===== src/rtl/dec_forward_sb_pkg.sv =====
// Shared types and helpers for the decode-stage forwarding scoreboard.
package dec_fwd_pkg;

    // Src value that selects the register file.
    localparam int unsigned SRC_REG = 0;

    // rd field is sized for the widest supported register address.
    localparam int unsigned SB_RD_W = 8;

    typedef struct packed {
        logic               valid;
        logic [SB_RD_W-1:0] rd;
        logic               is_load;
    } sb_entry_t;

    function automatic int unsigned src_w(input int unsigned depth);
        return $clog2(depth + 1);
    endfunction

endpackage


===== src/rtl/dec_forward_sb_if.sv =====
// Decode-side bus of the forwarding unit: decoded instruction in, operand selects and stall out.
interface dec_forward_sb_if
    import dec_fwd_pkg::*;
#(
    parameter int unsigned REG_W   = 6,
    parameter int unsigned NUM_SRC = 2,
    parameter int unsigned DEPTH   = 3,
    parameter int unsigned CNT_W   = 16
);
    localparam int unsigned SRC_W = src_w(DEPTH);

    logic                     DecValid;
    logic                     DecWrites;
    logic                     DecIsLoad;
    logic [REG_W-1:0]         DecRd;
    logic [NUM_SRC*REG_W-1:0] DecRs;
    logic                     Flush;
    logic                     MemBusy;
    logic [NUM_SRC*SRC_W-1:0] Src;
    logic                     Stall;
    logic [CNT_W-1:0]         StallCycles;

    modport master (
        output DecValid, DecWrites, DecIsLoad, DecRd, DecRs, Flush, MemBusy,
        input  Src, Stall, StallCycles
    );

    modport slave (
        input  DecValid, DecWrites, DecIsLoad, DecRd, DecRs, Flush, MemBusy,
        output Src, Stall, StallCycles
    );

endinterface


===== src/rtl/dec_forward_sb_match.sv =====
// Per-source priority scan: the youngest matching producer decides between forward and hazard.
module dec_fwd_match
    import dec_fwd_pkg::*;
#(
    parameter  int unsigned REG_W      = 6,
    parameter  int unsigned DEPTH      = 3,
    parameter  int unsigned ALU_READY  = 2,
    parameter  int unsigned LOAD_READY = 3,
    localparam int unsigned SRC_W      = src_w(DEPTH)
) (
    input  sb_entry_t        sb_i [1:DEPTH],
    input  logic [REG_W-1:0] rs_i,
    output logic [SRC_W-1:0] src_o,
    output logic             hazard_o
);

    logic found_c;

    // Stage 1 is the youngest in-flight instruction, so the first hit wins.
    always_comb begin
        src_o    = SRC_W'(SRC_REG);
        hazard_o = 1'b0;
        found_c  = 1'b0;
        if (rs_i != '0) begin
            for (int unsigned k = 1; k <= DEPTH; k++) begin
                if (!found_c && sb_i[k].valid && (sb_i[k].rd == SB_RD_W'(rs_i))) begin
                    found_c = 1'b1;
                    if (k >= (sb_i[k].is_load ? LOAD_READY : ALU_READY)) begin
                        src_o = SRC_W'(k);
                    end else begin
                        hazard_o = 1'b1;
                    end
                end
            end
        end
    end

endmodule


===== src/rtl/dec_forward_sb.sv =====
// Decode-stage forwarding/hazard unit: shift scoreboard of in-flight destinations,
// per-source forward selects, stall generation and a saturating stall-cycle counter.
module dec_forward_sb
    import dec_fwd_pkg::*;
#(
    parameter int unsigned REG_W      = 6,
    parameter int unsigned NUM_SRC    = 2,
    parameter int unsigned DEPTH      = 3,
    parameter int unsigned ALU_READY  = 2,
    parameter int unsigned LOAD_READY = 3,
    parameter int unsigned CNT_W      = 16
) (
    input  logic             Clk,
    input  logic             Reset,
    dec_forward_sb_if.slave  bus
);

    localparam int unsigned SRC_W = src_w(DEPTH);

    if ((ALU_READY < 1) || (ALU_READY > LOAD_READY) || (LOAD_READY > DEPTH) ||
        (REG_W < 1) || (REG_W > SB_RD_W)) begin : g_bad_params
        $error("dec_forward_sb: inconsistent REG_W/ALU_READY/LOAD_READY/DEPTH");
    end

    sb_entry_t                sb_q [1:DEPTH];
    sb_entry_t                sb_d [1:DEPTH];
    logic [CNT_W-1:0]         cnt_q;
    logic [CNT_W-1:0]         cnt_d;
    logic [NUM_SRC-1:0]       hazard_c;
    logic [NUM_SRC*SRC_W-1:0] src_c;
    logic                     stall_c;
    logic                     accept_c;

    for (genvar j = 0; j < NUM_SRC; j++) begin : g_src
        dec_fwd_match #(
            .REG_W      (REG_W),
            .DEPTH      (DEPTH),
            .ALU_READY  (ALU_READY),
            .LOAD_READY (LOAD_READY)
        ) u_match (
            .sb_i     (sb_q),
            .rs_i     (bus.DecRs[j*REG_W +: REG_W]),
            .src_o    (src_c[j*SRC_W +: SRC_W]),
            .hazard_o (hazard_c[j])
        );
    end

    // A flushed instruction never stalls and never enters the scoreboard.
    assign stall_c  = bus.DecValid & ~bus.Flush & (|hazard_c);
    assign accept_c = bus.DecValid & bus.DecWrites & (bus.DecRd != '0) & ~stall_c & ~bus.Flush;

    always_comb begin
        sb_d  = sb_q;
        cnt_d = cnt_q;
        if (!bus.MemBusy) begin
            for (int k = int'(DEPTH); k >= 2; k--) begin
                sb_d[k] = sb_q[k-1];
            end
            sb_d[1] = '0;
            if (accept_c) begin
                sb_d[1] = '{valid: 1'b1, rd: SB_RD_W'(bus.DecRd), is_load: bus.DecIsLoad};
            end
            if (stall_c && (cnt_q != '1)) begin
                cnt_d = cnt_q + 1'b1;
            end
        end
    end

    always_ff @(posedge Clk) begin
        if (Reset) begin
            for (int k = 1; k <= int'(DEPTH); k++) begin
                sb_q[k] <= '0;
            end
            cnt_q <= '0;
        end else begin
            sb_q  <= sb_d;
            cnt_q <= cnt_d;
        end
    end

    assign bus.Src         = src_c;
    assign bus.Stall       = stall_c;
    assign bus.StallCycles = cnt_q;

endmodule


===== src/flat_wrapper.sv =====
// flat-port wrapper written by rule: the top's interface ports become plain ports
module dec_forward_sb_flat import dec_fwd_pkg::*;
#(
    parameter int unsigned REG_W      = 6,
    parameter int unsigned NUM_SRC    = 2,
    parameter int unsigned DEPTH      = 3,
    parameter int unsigned ALU_READY  = 2,
    parameter int unsigned LOAD_READY = 3,
    parameter int unsigned CNT_W      = 16
)
  (Clk, Reset, bus_DecValid, bus_DecWrites, bus_DecIsLoad, bus_DecRd, bus_DecRs, bus_Flush, bus_MemBusy, bus_Src, bus_Stall, bus_StallCycles);
  dec_forward_sb_if #(.REG_W(REG_W), .NUM_SRC(NUM_SRC), .DEPTH(DEPTH), .CNT_W(CNT_W)) bus_i ();
  input  logic Clk;
  input  logic Reset;
  input wire logic [$bits(bus_i.DecValid)-1:0] bus_DecValid;
  input wire logic [$bits(bus_i.DecWrites)-1:0] bus_DecWrites;
  input wire logic [$bits(bus_i.DecIsLoad)-1:0] bus_DecIsLoad;
  input wire logic [$bits(bus_i.DecRd)-1:0] bus_DecRd;
  input wire logic [$bits(bus_i.DecRs)-1:0] bus_DecRs;
  input wire logic [$bits(bus_i.Flush)-1:0] bus_Flush;
  input wire logic [$bits(bus_i.MemBusy)-1:0] bus_MemBusy;
  output wire logic [$bits(bus_i.Src)-1:0] bus_Src;
  output wire logic [$bits(bus_i.Stall)-1:0] bus_Stall;
  output wire logic [$bits(bus_i.StallCycles)-1:0] bus_StallCycles;
  assign bus_i.DecValid = bus_DecValid;
  assign bus_i.DecWrites = bus_DecWrites;
  assign bus_i.DecIsLoad = bus_DecIsLoad;
  assign bus_i.DecRd = bus_DecRd;
  assign bus_i.DecRs = bus_DecRs;
  assign bus_i.Flush = bus_Flush;
  assign bus_i.MemBusy = bus_MemBusy;
  assign bus_Src = bus_i.Src;
  assign bus_Stall = bus_i.Stall;
  assign bus_StallCycles = bus_i.StallCycles;
  dec_forward_sb #(.REG_W(REG_W), .NUM_SRC(NUM_SRC), .DEPTH(DEPTH), .ALU_READY(ALU_READY), .LOAD_READY(LOAD_READY), .CNT_W(CNT_W)) u_core (.Clk(Clk), .Reset(Reset), .bus(bus_i));
endmodule

===== config.mk =====
export PLATFORM = sky130hd
export DESIGN_NAME = dec_forward_sb_flat
export DESIGN_NICKNAME = d
export VERILOG_FILES = /design/src/rtl/dec_forward_sb_pkg.sv /design/src/rtl/dec_forward_sb_if.sv /design/src/rtl/dec_forward_sb_match.sv /design/src/rtl/dec_forward_sb.sv /design/src/flat_wrapper.sv
export SDC_FILE = /design/constraint.sdc
export NUM_CORES = 1
export LEC_CHECK = 0
export ABC_CLOCK_PERIOD_IN_PS = 3400
export CORE_UTILIZATION = 45
export CTS_BUF_LIST = sky130_fd_sc_hd__clkbuf_2
export DETAILED_ROUTE_END_ITERATION = 10
export GPL_TIMING_DRIVEN = 0
export PLACE_DENSITY = 0.71
export SYNTH_ARGS = -nofsm -noshare
export SYNTH_HDL_FRONTEND = slang
export SYNTH_HIERARCHICAL = 1
export SYNTH_SLANG_ARGS = --single-unit

===== constraint.sdc =====
create_clock -name Clk -period 3.4 [get_ports Clk]
set_clock_uncertainty 0.05 [all_clocks]
set_input_delay 0.68 -clock Clk [delete_from_list [all_inputs] [get_ports Clk]]
set_output_delay 0.68 -clock Clk [all_outputs]
set_load 0.05 [all_outputs]

==> results of run 1 <==
[metrics by stage]
stage,hold slack [ps],total power [mW]
after floorplan,394.7,0.5200
final,430.9,0.9302
after global placement,404.8,0.5694
after detailed placement,406.3,0.5706
after global routing,446.3,0.9630
after CTS,431.8,0.9373
[critical path: cells and delay by family]
kind                   cells  cell delay (ps)
AO/OA/AOI/OAI              1              220
XOR/XNOR                   1              150
buffers and inverters      2              800
AND/OR/NAND/NOR            4              700
[metal layers]
metal / wire (um) / global-route usage [%] / vias up
met1: 2828 / 33.13 / 1018
met5: 0 / 0 / -
met3: 301 / 3.978 / 7
met4: 74 / 8.333 / 0
met2: 2731 / 35.49 / 53
li1: - / - / 1057
[flip-flops by register name (all words and copies together), names as in the netlist]
register                flops
u_core/sb_q                23
u_core/bus.StallCycles     16
[report_power, final]
part	switching [mW]	internal (mW)	total, mW
clock	0.167	0.197	0.364
sequential	0.00338	0.461	0.464
combinational	0.0540	0.0478	0.102
[worst max-delay path by stage]
stage | slack [ps] | endpoint | start
final | 110 | bus_Stall | bus_DecRs[8]
after global routing | 1 | bus_Stall | bus_DecRs[2]
after CTS | 20 | bus_Stall | bus_DecRs[9]
after detailed placement | -830 | bus_Stall | bus_DecRs[9]
after global placement | -770 | bus_Stall | bus_DecRs[9]
after floorplan | 350 | bus_Src[0] | bus_DecRs[3]
[layout make-up]
| cell class | count | area, sq um | area share (%) |
|---|---|---|---|
| plain buffers | 12 | 65.06 | 2.167 |
| clock buffers | 5 | 25.02 | 0.8333 |
| clock inverters | 3 | 67.56 | 2.250 |
| inverters | 1 | 3.754 | 0.1250 |
| multi-input cells | 216 | 1521 | 50.67 |
| flip-flops and latches | 39 | 780.7 | 26.00 |
| well taps | 67 | 83.83 | 2.792 |
| repair buffers | 44 | 455.4 | 15.17 |
[what timing repair did]
item / in CTS / in global routing
hold buffers: 0 / 0
hold endpoints to repair: 0 / 0
setup endpoints to repair: 5 / 3
gates resized for setup: 23 / 7
pin swaps: 0 / 3
==> metrics.yaml, run 1 <==
worst_pin_slew_ps: 767.2
setup_viol_count_final: 0
clkTransAtPathRegs_ps: 220
fin_crit_sh_pct: 96.79
via_count: 2135
syn-cell-area_sq_um: 2287
floorplan.die_area_sq_um: 5371
drt_pre_antenna_iters: 4
instances_no_fill: 387
critPathMaxStageDelay_ps: 590
rr_startpoint: "u_core/sb_q[19]$_SDFFE_PP0N_"
chipHeight_um: 73.29
r2r-end: "u_core/bus.StallCycles[9]$_SDFFE_PP0P_"
detail_route.wirelength_um: 5935
hold_depth: 2
clock_tree_from_tritoncts: "yes"
area_growth_pct: 31.29
grt_pass1_vias: 1940
postSynthCellCount: 257
worst_setup_path_end_kind: "output port"
ff2ff_setup_slack_ps: 740
finalWorstPathRequiredPeriod_ps: 3291
dpl-instance-area_sq_um: 2858
grt.overflow.total: 0
drv.max_cap_violation_count: 0
drt.antenna.violating_nets: 0
antenna_found_initial: 0
ir_drop_mv: 0.2401
num_antenna_cells: 0
cts-buffers-inserted: 5
slew_headroom_pct: 48.85
grtUsageTotal_pct: 23.30
cp_cell_sequence: "clkdlybuf4s50_1 > xnor2_1 > nand3_1 > nor4_4 > o21a_1 > nor2_1 > nor3b_2 > buf_4"
floorplan.die.width_um: 73.29
drc: 0
synth_area_per_cell_sq_um: 8.900
htree_num_levels: 2
hold_end: "u_core/sb_q[20]$_SDFFE_PP0N_"
worstPathRequired_ps: 2670
fin_util_pct: 62.34
worst_slack_ps: 109.3
crit_path_dat_ps: 2560
worst_r2r_path_depth: 8
fillCellCount: 465
clock_insertion_delay_worst_skew_ps: 400
placeableCoreArea_sq_um: 4817
final_common_cell: "dfxtp_1"
max_freq_mhz: 303.9
start_kind: "input port"
clock-sinks: 39
timing.hold.worst.class: "reg -> reg"
most_frequent_cells_in_the_layout: "dfxtp_1, clkdlybuf4s50_1, nor2_1"
placement_rows: 25
power_density_nw_per_um2: 309.8
stdcell_area_sq_um: 3003
setup_tns_ps: 0
dp_hpwl_um: 4433
grt_start_max_net_pins: 14
detail_route.vias_per_cell: 5.517
ys_warn_count: 6
port_buffers: 44
clockBufferDepth: 2
drtIter0Drc: 117
grt_first_pass_wirelength_um: 9508
worst-path-max-fanout: 4
layout-drive-gt1-share_pct: 10.63
post_layout_nets: 345
static-leakage-power_nw: 1.125
gpl.final_weighted_congestion: 0.8973
post-place-ws_ps: -826.5
timing.setup.critical_path_class: "in -> out"
clk_root_buffer_cell: "clkbuf_2"
ios: 46
drt-wirelength-per-cell_um: 15.34
report.final.slew_viol_count: 0
grt_setup_unrepaired: "no"
placed_cells: 379
worst_hold_launch: "u_core/sb_q[20]$_SDFFE_PP0N_"
hold_violation_total_from_the_final_report: 0
initial_utilization_pct: 47.48
post-cts-setup-buffer-count: 0
run_status: "finished, final reports clean"
timing.critical_path.slowest_stage_cell: "clkdlybuf4s50_1"
Power figures use the tool's default switching activity.
==> run 2: changes to the inputs <==
Settings changed: CORE_MARGIN set to 1, CTS_CLUSTER_SIZE set to 12, PLACE_DENSITY 0.71 to 0.68.
==> run 2 against run 1 <==
Effect of this change:
- power is 0.63% higher
- largest cell class unchanged
- utilization is 0.34 points lower
- hold slack better by 6.5 ps
- highest routed layer unchanged
==> metrics.yaml, run 2 (synthesized netlist as in run 1, its figures left out) <==
chipHeight_um: 73.29  # unchanged
via_count: 2123  # -0.56%
ios: 46  # unchanged
timing.setup.critical_path_class: "in -> out"
grt_first_pass_wirelength_um: 9087  # -4.4%
largest_register_ffs: 23  # unchanged
hold_buffers: 0  # unchanged
worst-path-max-fanout: 4  # unchanged
area_growth_pct: 30.58
final_common_cell: "dfxtp_1"
drt.antenna.violating_nets: 0  # unchanged
drc: 0  # unchanged
grt_start_max_net_pins: 15  # +1
floorplan.die.width_um: 73.29  # unchanged
start_kind: "input port"
antenna_found_initial: 0  # unchanged
initial_utilization_pct: 47.48  # unchanged
floorplan.die_area_sq_um: 5371  # unchanged
layout-drive-gt1-share_pct: 10.28  # -0.34 points
finalWorstPathRequiredPeriod_ps: 3319  # +27.83 ps
hold_violation_total_from_the_final_report: 0  # unchanged
port_buffers: 44  # unchanged
worst_setup_path_end_kind: "output port"
num_antenna_cells: 0  # unchanged
setup_viol_count_final: 0  # unchanged
grtUsageTotal_pct: 22.35  # -0.95 points
cp_cell_sequence: "clkdlybuf4s50_1 > xnor2_1 > nand3_1 > nor4_4 > o21a_1 > nor2_1 > nor3b_2 > buf_6"
gpl.final_weighted_congestion: 0.8114  # -9.6%
dp_hpwl_um: 4390  # -0.96%
drtIter0Drc: 134  # +15%
clk_root_buffer_cell: "clkbuf_2"
clock-sinks: 39  # unchanged
run_status: "finished, final reports clean"
power_density_nw_per_um2: 313.4  # +1.2%
worst_pin_slew_ps: 809.3  # +42.08 ps
clkTransAtPathRegs_ps: 210  # about the same
fin_crit_sh_pct: 97.60  # +0.82 points
setup_tns_ps: 0  # unchanged
clock_insertion_delay_worst_skew_ps: 400  # about the same
total_power_mw: 0.9361  # +0.63%
timing.critical_path.slowest_stage_cell: "clkdlybuf4s50_1"
report.final.slew_viol_count: 0  # unchanged
grt.overflow.total: 0  # unchanged
placement_rows: 25  # unchanged
htree_num_levels: 2  # unchanged
static-leakage-power_nw: 1.105  # -1.8%
clock_tree_from_tritoncts: "yes"
most_frequent_cells_in_the_layout: "dfxtp_1, clkdlybuf4s50_1, nor2_1"
detail_route.wirelength_um: 5768  # -2.8%
reg_with_most_ffs: "u_core/sb_q"
ir_drop_mv: 0.2415  # +0.58%
drv.max_cap_violation_count: 0  # unchanged
timing.hold.worst.class: "reg -> reg"
cts-buffers-inserted: 5  # unchanged
worstPathRequired_ps: 2670  # about the same
slew_headroom_pct: 46.05  # -2.8 points
clockBufferDepth: 2  # unchanged
grt_pass1_vias: 1844  # -4.9%
post_layout_nets: 346  # +0.29%
critPathMaxStageDelay_ps: 590  # about the same
fillCellCount: 457  # -1.7%
placeableCoreArea_sq_um: 4817  # unchanged
drt-wirelength-per-cell_um: 14.87  # -3.1%
drt_pre_antenna_iters: 4  # unchanged
max_freq_mhz: 301.3  # -0.84%
detail_route.vias_per_cell: 5.472  # -0.82%
crit_path_dat_ps: 2590  # +30 ps
==> run 2: path summary, 6_finish.rpt <==
| check | from | to | slack [ps] | cells past startpoint |
|---|---|---|---|---|
| worst min register to register | u_core/sb_q[20]$_SDFFE_PP0N_ | u_core/sb_q[20]$_SDFFE_PP0N_ | 440 | 2 |
| worst max-delay path | bus_DecRs[10] | bus_Stall | 80 | 8 |
| worst min-delay path | u_core/sb_q[20]$_SDFFE_PP0N_ | u_core/sb_q[20]$_SDFFE_PP0N_ | 440 | 2 |
| worst max register to register | u_core/sb_q[19]$_SDFFE_PP0N_ | u_core/bus.StallCycles[15]$_SDFFE_PP0P_ | 720 | 9 |
==> run 2: metal layers <==
metal | vias up | wire length [um] | track usage [%]
met5 | - | 0 | 0
met4 | 0 | 55 | 6.838
met3 | 6 | 293 | 3.567
met2 | 53 | 2466 | 31.28
met1 | 1001 | 2952 | 34.70
li1 | 1063 | - | -
==> run 2: area by class of cell <==
class	instances	area [sq um]	share of cell area, %
tap	67	83.83	2.807
buffer	12	65.06	2.178
sequential	39	780.7	26.14
timing repair buffer	45	437.9	14.66
clock buffer	5	25.02	0.8379
clock inverter	3	71.32	2.388
multi-input combinational	216	1519	50.86
inverter	1	3.754	0.1257
==> run 2: through the flow <==
step           setup slack, ps  hold WS (ps)  util, %  cell area (sq um)  instances
3_5_place_dp            -768.9         410.1    59.32               2858        379
5_1_grt                 -3.655         452.3    62.00               2987        388
2_1_floorplan            348.1         394.7        -               2333        268
6_report                 81.46         437.4    62.00               2987        388
3_3_place_gp            -736.0         406.2    59.32               2858        379
4_1_cts                  26.62         435.9    61.38               2957        387
==> run 2: worst max-delay path: cells and delay by family <==
kind / cells / cell delay (ps)
and+or+nand+nor: 4 / 760
xor gates and xnor gates: 1 / 150
buffers and inverters: 2 / 780
AOI/OAI and AO/OA: 1 / 220
==> run 2: what timing repair did <==
| item | in CTS | in global routing |
|---|---|---|
| endpoints found under the hold margin | 0 | 0 |
| endpoints found under the setup margin | 5 | 1 |
| resized for setup | 24 | 3 |
| setup buffers | 0 | 1 |
| pin swaps | 0 | 2 |
==> run 2: power breakdown <==
part	switching [mW]	internal, mW	leakage (nW)
Sequential	0.00348	0.461	0.314
Clock	0.171	0.203	0.0551
Combinational	0.0515	0.0465	0.736
Total	0.226	0.710	1.10
